--- src/rtl/neuron_layer_sequencer.sv ---
// Time-multiplexes one combinational LIF core over a layer of neurons,
// holding per-neuron membrane, spike flag and weight state.
module neuron_layer_sequencer #(
    parameter int N_NEURONS   = 4,
    parameter int N_STAGE     = 3,
    parameter int N_MEMBRANE  = N_STAGE + 2,
    parameter int N_THRESHOLD = N_MEMBRANE - 1
) (
    input  logic                          clk,
    input  logic                          reset,
    input  logic                          cfg_we,
    input  logic [$clog2(N_NEURONS)-1:0]  cfg_addr,
    input  logic [(2**N_STAGE)-1:0]       cfg_weights,
    input  logic                          param_we,
    input  logic [N_THRESHOLD-1:0]        param_threshold,
    input  logic [2:0]                    param_shift,
    input  logic                          clear_state,
    input  logic                          in_valid,
    input  logic [(2**N_STAGE)-1:0]       in_inputs,
    output logic                          in_ready,
    output logic [(2**N_STAGE)-1:0]       core_inputs,
    output logic [(2**N_STAGE)-1:0]       core_weights,
    output logic [2:0]                    core_shift,
    output logic [N_THRESHOLD-1:0]        core_threshold,
    output logic signed [N_MEMBRANE-1:0]  core_last_membrane,
    output logic                          core_was_spike,
    input  logic signed [N_MEMBRANE-1:0]  core_new_membrane,
    input  logic                          core_is_spike,
    output logic                          out_valid,
    output logic [N_NEURONS-1:0]          out_spikes
);

    localparam int N_SYN = 2 ** N_STAGE;
    localparam int IDXW  = $clog2(N_NEURONS);
    localparam logic [IDXW-1:0] LAST_IDX = IDXW'(N_NEURONS - 1);
    localparam logic [N_THRESHOLD-1:0] THR_RST =
        {1'b1, {(N_THRESHOLD-1){1'b0}}};

    typedef enum logic {IDLE, RUN} state_e;

    state_e                       state_q;
    logic [IDXW-1:0]              idx_q;
    logic [N_SYN-1:0]             in_q;
    logic signed [N_MEMBRANE-1:0] mem_q [N_NEURONS];
    logic [N_SYN-1:0]             w_q   [N_NEURONS];
    logic [N_NEURONS-1:0]         spk_q;
    logic [N_NEURONS-1:0]         shadow_q;
    logic [N_NEURONS-1:0]         shadow_d;
    logic [N_THRESHOLD-1:0]       thr_q;
    logic [2:0]                   shift_q;
    logic [N_NEURONS-1:0]         out_spikes_q;
    logic                         out_valid_q;

    // Shadow including the bit being written this cycle, so the
    // final neuron's spike lands in out_spikes on the closing edge.
    always_comb begin
        shadow_d = shadow_q;
        shadow_d[idx_q] = core_is_spike;
    end

    always_ff @(posedge clk) begin
        if (reset) begin
            state_q      <= IDLE;
            idx_q        <= '0;
            in_q         <= '0;
            spk_q        <= '0;
            shadow_q     <= '0;
            thr_q        <= THR_RST;
            shift_q      <= '0;
            out_spikes_q <= '0;
            out_valid_q  <= 1'b0;
            for (int i = 0; i < N_NEURONS; i++) begin
                mem_q[i] <= '0;
                w_q[i]   <= '0;
            end
        end else begin
            out_valid_q <= 1'b0;
            unique case (state_q)
                IDLE: begin
                    if (cfg_we) w_q[cfg_addr] <= cfg_weights;
                    if (param_we) begin
                        thr_q   <= param_threshold;
                        shift_q <= param_shift;
                    end
                    if (clear_state) begin
                        spk_q <= '0;
                        for (int i = 0; i < N_NEURONS; i++)
                            mem_q[i] <= '0;
                    end
                    if (in_valid) begin
                        in_q    <= in_inputs;
                        idx_q   <= '0;
                        state_q <= RUN;
                    end
                end
                RUN: begin
                    mem_q[idx_q] <= core_new_membrane;
                    spk_q[idx_q] <= core_is_spike;
                    shadow_q     <= shadow_d;
                    idx_q        <= idx_q + IDXW'(1);
                    if (idx_q == LAST_IDX) begin
                        state_q      <= IDLE;
                        out_spikes_q <= shadow_d;
                        out_valid_q  <= 1'b1;
                    end
                end
                default: state_q <= IDLE;
            endcase
        end
    end

    assign in_ready           = (state_q == IDLE);
    assign core_inputs        = (state_q == RUN) ? in_q : '0;
    assign core_weights       = w_q[idx_q];
    assign core_last_membrane = mem_q[idx_q];
    assign core_was_spike     = spk_q[idx_q];
    assign core_threshold     = thr_q;
    assign core_shift         = shift_q;
    assign out_valid          = out_valid_q;
    assign out_spikes         = out_spikes_q;

endmodule

--- config.mk ---
export PLATFORM = sky130hd
export DESIGN_NAME = neuron_layer_sequencer
export DESIGN_NICKNAME = d
export VERILOG_FILES = /design/src/rtl/neuron_layer_sequencer.sv
export SDC_FILE = /design/constraint.sdc
export NUM_CORES = 1
export LEC_CHECK = 0
export ABC_AREA = 1
export CORE_ASPECT_RATIO = 0.5
export CORE_MARGIN = 2
export CORE_UTILIZATION = 45
export CTS_CLUSTER_SIZE = 40
export DETAILED_ROUTE_END_ITERATION = 6
export GPL_ROUTABILITY_DRIVEN = 1
export PLACE_DENSITY = 0.74
export SLEW_MARGIN = 20
export SYNTH_ARGS = -nofsm -noshare
export SYNTH_HDL_FRONTEND = slang
export SYNTH_SLANG_ARGS = --single-unit
--- constraint.sdc ---
create_clock -name clk -period 1.6 [get_ports clk]
set_input_delay 0.32 -clock clk [delete_from_list [all_inputs] [get_ports clk]]
set_output_delay 0.32 -clock clk [all_outputs]
set_load 0.005 [all_outputs]
==> impl_metrics.py, run 1 <==
metrics = {
    "status": {
        "status": "complete, but fails checks",
        "violations": "negative setup slack",
    },
    "detailed_routing": {
        "vias": 3039,
        "detail_route.wl_per_cell_um": 13.5,
        "drc": 0,
        "antenna_left": 0,
        "drt-initial-drc-count": 174,
        "avgViaCountPerCell": 4.84,
        "drt-total-wl_mm": 8.45,
        "first_pass_iters": 5,
    },
    "pwr": {
        "swShare_pct": 22.9,
        "peakVddDrop_mv": 0.566,
        "power_frac_seq_pct": 45.9,
        "clkPwrFrac_pct": 39.8,
        "power_leakage_nw": 2.29,
        "powerDensity_nw_per_um2": 1030,
        "p_int_mw": 4.16,
        "p_comb_share_pct": 14.2,
        "p_switching_mw": 1.23,
    },
    "cells_and_area": {
        "n_fill_cell": 625,
        "multiInputGateArea_um2": 1270,
        "area_growth_syn_to_layout_pct": 39.2,
        "layout-drive-gt1-share_pct": 18.0,
        "nets": 552,
        "diodes": 0,
        "layout.area.seq_um2": 2210,
        "postLayoutCellArea_um2": 5220,
        "fin_cells": 628,
        "fin_util_pct": 65.0,
    },
    "global_routing": {
        "grt_start_max_net_pins": 21,
        "antenna_found_initial": 0,
        "grtUsageTotal_pct": 19.2,
        "grt_pass1_wl_mm": 13.3,
        "grt-ovfl-total": 0,
        "grt_pass1_vias": 2803,
    },
    "critical_path": {
        "cp_data_arrival_time_ns": 1.40,
        "cp_cell_sequence": "buf_6 > buf_12 > o211ai_1 > nand2_1 > buf_2",
        "crit_buf_inv": 3,
        "crit_fanout": 8,
        "crit_type": "register to primary output",
        "cp-start-kind": "register",
        "cpPeakStageDelay_ns": 0.37,
        "end_kind": "primary output",
        "required_ns": 1.28,
        "critPathSlowestCell": "dfxtp_4",
        "path_delay_family": "buffers and inverters",
    },
    "synthesis": {
        "yosysSeqAreaShare_pct": 58.8,
        "ys_warn_count": 0,
        "synth_nets": 455,
        "synth_edf_count": 52,
        "synth_top_area_share_pct": 41.7,
        "yosys-top-cells-count": "nor2_1, nand2_1, inv_1",
        "synth.cell_area_um2": 3750,
        "async_flop_share_pct": 0,
        "yosys-top-cells-area": "edfxtp_1, dfxtp_1, nor2_1, nand2_1, inv_1",
        "avgSynthCellArea_um2": 9.05,
        "synth.most_common_cell": "nor2_1",
        "ys_types": 24,
        "dominantRegCellSynth": "edfxtp_1",
        "ys_ff_latch": 84,
        "netlist_instances": 414,
        "yosys.area.top_type": "edfxtp_1",
    },
    "cts": {
        "clkLatencyLatePin_ns": 0.33,
        "clkTransAtPathRegs_ns": 0.06,
        "numCtsBuffers": 9,
        "cts_max_level": 3,
        "clockBufferDepth": 2,
        "clock-sinks": 84,
        "cts_tree": "done",
        "root_buffer": "clkbuf_16",
        "ctsHoldBuffers": 0,
    },
    "timing": {
        "final_max_slew_viol_count": 0,
        "worst_slew_pin_slew_ns": 0.293,
        "period_share_pct": 108,
        "setup_viol": 8,
        "layout_setup_ws_ns": -0.121,
        "hold_viol": 0,
        "max_freq_mhz": 581,
        "relSlewSlack_pct": 80.4,
        "setup_tns_ns": -0.551,
        "post-route-min-period_ns": 1.72,
        "rsz0062_at_grt": "true",
        "final.setup_skew_ns": 0.00375,
    },
    "worst_hold_path": {
        "holdCritPathClass": "register to register",
    },
    "die": {
        "io_pins": 72,
        "num_rows": 23,
        "start_util_pct": 46.7,
        "dieArea_um2": 9110,
        "die_w_um": 133,
        "coreArea_um2": 8030,
        "fp.dieH_um": 68.5,
    },
    "placed_design": {
        "dpl.cell_count": 604,
        "gp_congestion": 0.775,
        "dp_slack_ns": -0.132,
        "place_area_um2": 4730,
        "numPortBuffers": 71,
        "hpwl_mm": 5.75,
    },
    "flow_run": {
        "maxCapViolCount": 0,
    },
}
[area by class of cell]
class                           count  share of cell area [%]
Tap cell                          112                    2.69
Clock buffer                       10                    4.39
Inverter                           65                    4.82
Timing Repair Buffer              102                    19.9
Multi-Input combinational cell    249                    24.3
Sequential cell                    84                    42.4
Clock inverter                      6                    1.51
[routing by layer]
layer / track usage (%) / vias up / share of wire, %
li1: - / 1537 / -
met2: 33.2 / 85 / 49
met3: 4.90 / 15 / 5.9
met5: 0 / - / 0
met1: 24.0 / 1402 / 44
met4: 7.80 / 0 / 1.7
[sequential cells by signal, indices dropped and copies added (netlist names), named ones only]
register and cells:
in_q 8, core_shift 3, spk_q 4, w_q 32, state_q 1, out_spikes 4, idx_q 2, mem_q 20
core_threshold 4, shadow_q 3, out_valid 1
[stage by stage]
step,hold WS [ns],power [mW]
global placement,0.453,3.20
detailed placement,0.459,3.22
floorplan,0.433,2.84
CTS,0.469,5.40
global route,0.494,5.59
finish,0.469,5.39
[power by group through the flow]
stage	logic, mW	clock network (mW)	registers (mW)
floorplan	0.336	0	2.50
global placement	0.695	0	2.51
detailed placement	0.703	0	2.52
CTS	0.760	2.17	2.48
global route	0.846	2.25	2.49
finish	0.768	2.15	2.48
[path summary, 6_finish.rpt]
| path | startpoint | end | slack [ns] | cells past startpoint |
|---|---|---|---|---|
| setup / recovery | register | core_weights[5] | -0.12 | 5 |
| hold / removal | shadow_q[2] | shadow_q[2] | 0.47 | 2 |
| setup reg to reg | state_q | w_q[2][6] | 0.19 | 6 |
| hold reg to reg | shadow_q[2] | shadow_q[2] | 0.47 | 2 |
[repair_timing]
action	in CTS	in global routing
pin swaps	22	4
buffers inserted	4	0
cloned	4	0
resized for setup	101	16
setup endpoints to repair	23	17
[cells by family (layout without fill, tap and decap cells)]
logic type,after synthesis,in the layout,synth area share [%]
AO/OA/AOI/OAI,68,68,10.1
flip-flops,84,84,58.8
adder cells (fa/ha/maj),4,4,1.34
buffers and inverters,81,183,9.25
AND/OR/NAND/NOR,177,177,20.5
[placed cells by master (no fill, tap or decap), drive strengths merged]
cell type	netlist	final
nor3	8	8
o21ai	32	32
nand4	3	3
buf	15	43
clkinvlp	0	1
edfxtp	52	52
clkdlybuf4s15	0	6
clkinv	0	3
clkbuf	1	11
nor2	78	78
o211ai	15	15
inv	65	65
a21oi	21	21
clkdlybuf4s50	0	48
dlygate4sd2	0	4
nand2	79	79
ha	4	4
nand3	9	9
dfxtp	32	32
bufinv	0	2
[tightest hold or removal path: stages, from the launching register on]
cell	delay [ns]
dfxtp_1	0.31
nand2_1	0.06
a21oi_1	0.06
(Power assumes the default switching activity.)
==> run 2, diff against run 1 <==
--- a/config.mk
+++ b/config.mk
@@ -7,7 +7,6 @@
 export LEC_CHECK = 0
 export ABC_AREA = 1
 export CORE_ASPECT_RATIO = 0.5
-export CORE_MARGIN = 2
 export CORE_UTILIZATION = 45
 export CTS_CLUSTER_SIZE = 40
 export DETAILED_ROUTE_END_ITERATION = 6
==> run 2 against run 1 <==
  * The flow still finishes with violations (negative setup slack)
  * Total power grew 1.1%
  * Sequential share of layout area down 0.42 points
  * Clock skew barely moved
  * Cell count up 0.32%
  * Critical path depth unchanged
  * Wire length increased by 2.9%
  * Final area up 0.94%
  * Clock-buffer cell count increased by 1
  * First-iteration DRC count grew 32%
  * Worst setup slack got worse by 0.051 ns
  * Critical path type unchanged
==> impl_metrics.py, run 2 (synthesized netlist as in run 1, its figures left out) <==
metrics = {
    "cells_and_area": {
        "regMostFlops": "w_q",
        "largest_reg_flops": 32,
        "nets": 554,
        "layout-drive-gt1-share_pct": 19.5,
        "n_fill_cell": 620,
        "final_cell_mix": "nor2_1, nand2_1, inv_1",
        "area_growth_syn_to_layout_pct": 40.5,
        "final_common_cell": "nor2_1",
        "diodes": 0,
        "top_regs": "w_q (32), mem_q (20), in_q (8)",
    },
    "die": {
        "start_util_pct": 46.7,
        "coreArea_um2": 8030,
        "die_w_um": 131,
        "dieArea_um2": 8720,
        "io_pins": 72,
        "fp.dieH_um": 66.5,
        "num_rows": 23,
    },
    "cts": {
        "numCtsBuffers": 9,
        "cts_max_level": 3,
        "clockBufferDepth": 2,
        "clock-sinks": 84,
        "ctsHoldBuffers": 0,
        "clkTransAtPathRegs_ns": 0.06,
        "clkLatencyLatePin_ns": 0.34,
        "root_buffer": "clkbuf_16",
        "cts_tree": "done",
    },
    "critical_path": {
        "crit_fanout": 6,
        "required_ns": 1.28,
        "cp_data_arrival_time_ns": 1.45,
        "ff2ff_setup_slack_ns": 0.15,
        "crit_type": "register to primary output",
        "cp-start-kind": "register",
        "end_kind": "primary output",
    },
    "timing": {
        "post-route-min-period_ns": 1.77,
        "period_share_pct": 111,
        "worst_slew_pin_slew_ns": 0.294,
        "rsz0062_at_grt": "true",
        "final.setup_skew_ns": 0.00422,
        "hold_viol": 0,
        "final_max_slew_viol_count": 0,
        "setup_viol": 13,
        "relSlewSlack_pct": 80.4,
        "layout_setup_ws_ns": -0.172,
        "max_freq_mhz": 564,
    },
    "detailed_routing": {
        "avgViaCountPerCell": 4.81,
        "drt-total-wl_mm": 8.70,
        "first_pass_iters": 4,
        "drc": 0,
        "drt-initial-drc-count": 230,
        "detail_route.wl_per_cell_um": 13.8,
        "vias": 3028,
        "antenna_left": 0,
    },
    "status": {
        "violations": "negative setup slack",
        "status": "complete, but fails checks",
    },
    "global_routing": {
        "grtUsageTotal_pct": 21.3,
        "antenna_found_initial": 0,
        "grt-ovfl-total": 0,
        "grt_pass1_vias": 2796,
        "grt_pass1_wl_mm": 13.5,
        "grt_start_max_net_pins": 27,
    },
    "pwr": {
        "peakVddDrop_mv": 0.587,
        "powerDensity_nw_per_um2": 1040,
        "finalPower_mw": 5.45,
        "power_leakage_nw": 2.32,
    },
    "placed_design": {
        "gp_congestion": 0.816,
        "numPortBuffers": 71,
        "hpwl_mm": 5.44,
        "dp_slack_ns": -0.137,
    },
    "worst_hold_path": {
        "holdCritPathClass": "register to register",
    },
    "flow_run": {
        "maxCapViolCount": 0,
    },
}
run 2: cell type report:
| type | count | area (um2) | share of cell area (%) |
|---|---|---|---|
| sequential | 84 | 2210 | 42.0 |
| clock buffer | 11 | 233 | 4.42 |
| multi-input combinational | 249 | 1270 | 24.2 |
| tap | 112 | 140 | 2.66 |
| inverter | 65 | 249 | 4.73 |
| clock inverter | 5 | 76.3 | 1.45 |
| timing repair buffer | 104 | 1080 | 20.6 |
run 2: report_power, final:
group | switching [mW] | total (mW) | internal [mW] | leakage, nW
registers | 0.0532 | 2.48 | 2.43 | 0.811
clock network | 0.818 | 2.18 | 1.36 | 0.143
logic | 0.393 | 0.798 | 0.405 | 1.37
run 2: path summary, 6_finish.rpt:
path,from,depth (start not counted),endpoint
worst max-delay path,register,5,core_weights[7]
worst min-delay path,shadow_q[0],2,shadow_q[0]
worst min register to register,shadow_q[0],2,shadow_q[0]
worst max register to register,state_q,6,w_q[2][2]
run 2: per-layer routing:
| metal | part of all wire, % | vias up | global-route usage, % | wire, um |
|---|---|---|---|---|
| li1 | - | 1532 | - | - |
| met1 | 45 | 1407 | 27.7 | 3950 |
| met2 | 48 | 76 | 34.1 | 4180 |
| met3 | 4.9 | 13 | 6.18 | 424 |
| met4 | 1.7 | 0 | 7.76 | 144 |
| met5 | 0 | - | 0 | 0 |
run 2: critical path, stage by stage (launching register included):
cell and delay (ns):
dfxtp_4 0.38, buf_4 0.14, buf_6 0.13, o211ai_1 0.23, nand2_1 0.09, buf_2 0.13
run 2: timing repair:
action                     4_1_cts  5_1_grt
gates cloned                     4        2
hold endpoints to repair         0        0
setup endpoints to repair       23       19
pin swaps                       25       21
resized for setup              107       12
buffers inserted                 4        5
run 2: stage by stage:
| stage | hold WS [ns] | area, um2 | utilization, % | TNS [ns] | instances |
|---|---|---|---|---|---|
| after floorplan | 0.433 | 3750 | - | 0 | 414 |
| after global routing | 0.500 | 5260 | 65.6 | -2.10 | 630 |
| after detailed placement | 0.457 | 4700 | 58.6 | -7.28 | 600 |
| after global placement | 0.454 | 4700 | 58.6 | -3.06 | 600 |
| after CTS | 0.468 | 5160 | 64.2 | -0.986 | 624 |
| final | 0.466 | 5260 | 65.6 | -1.25 | 630 |
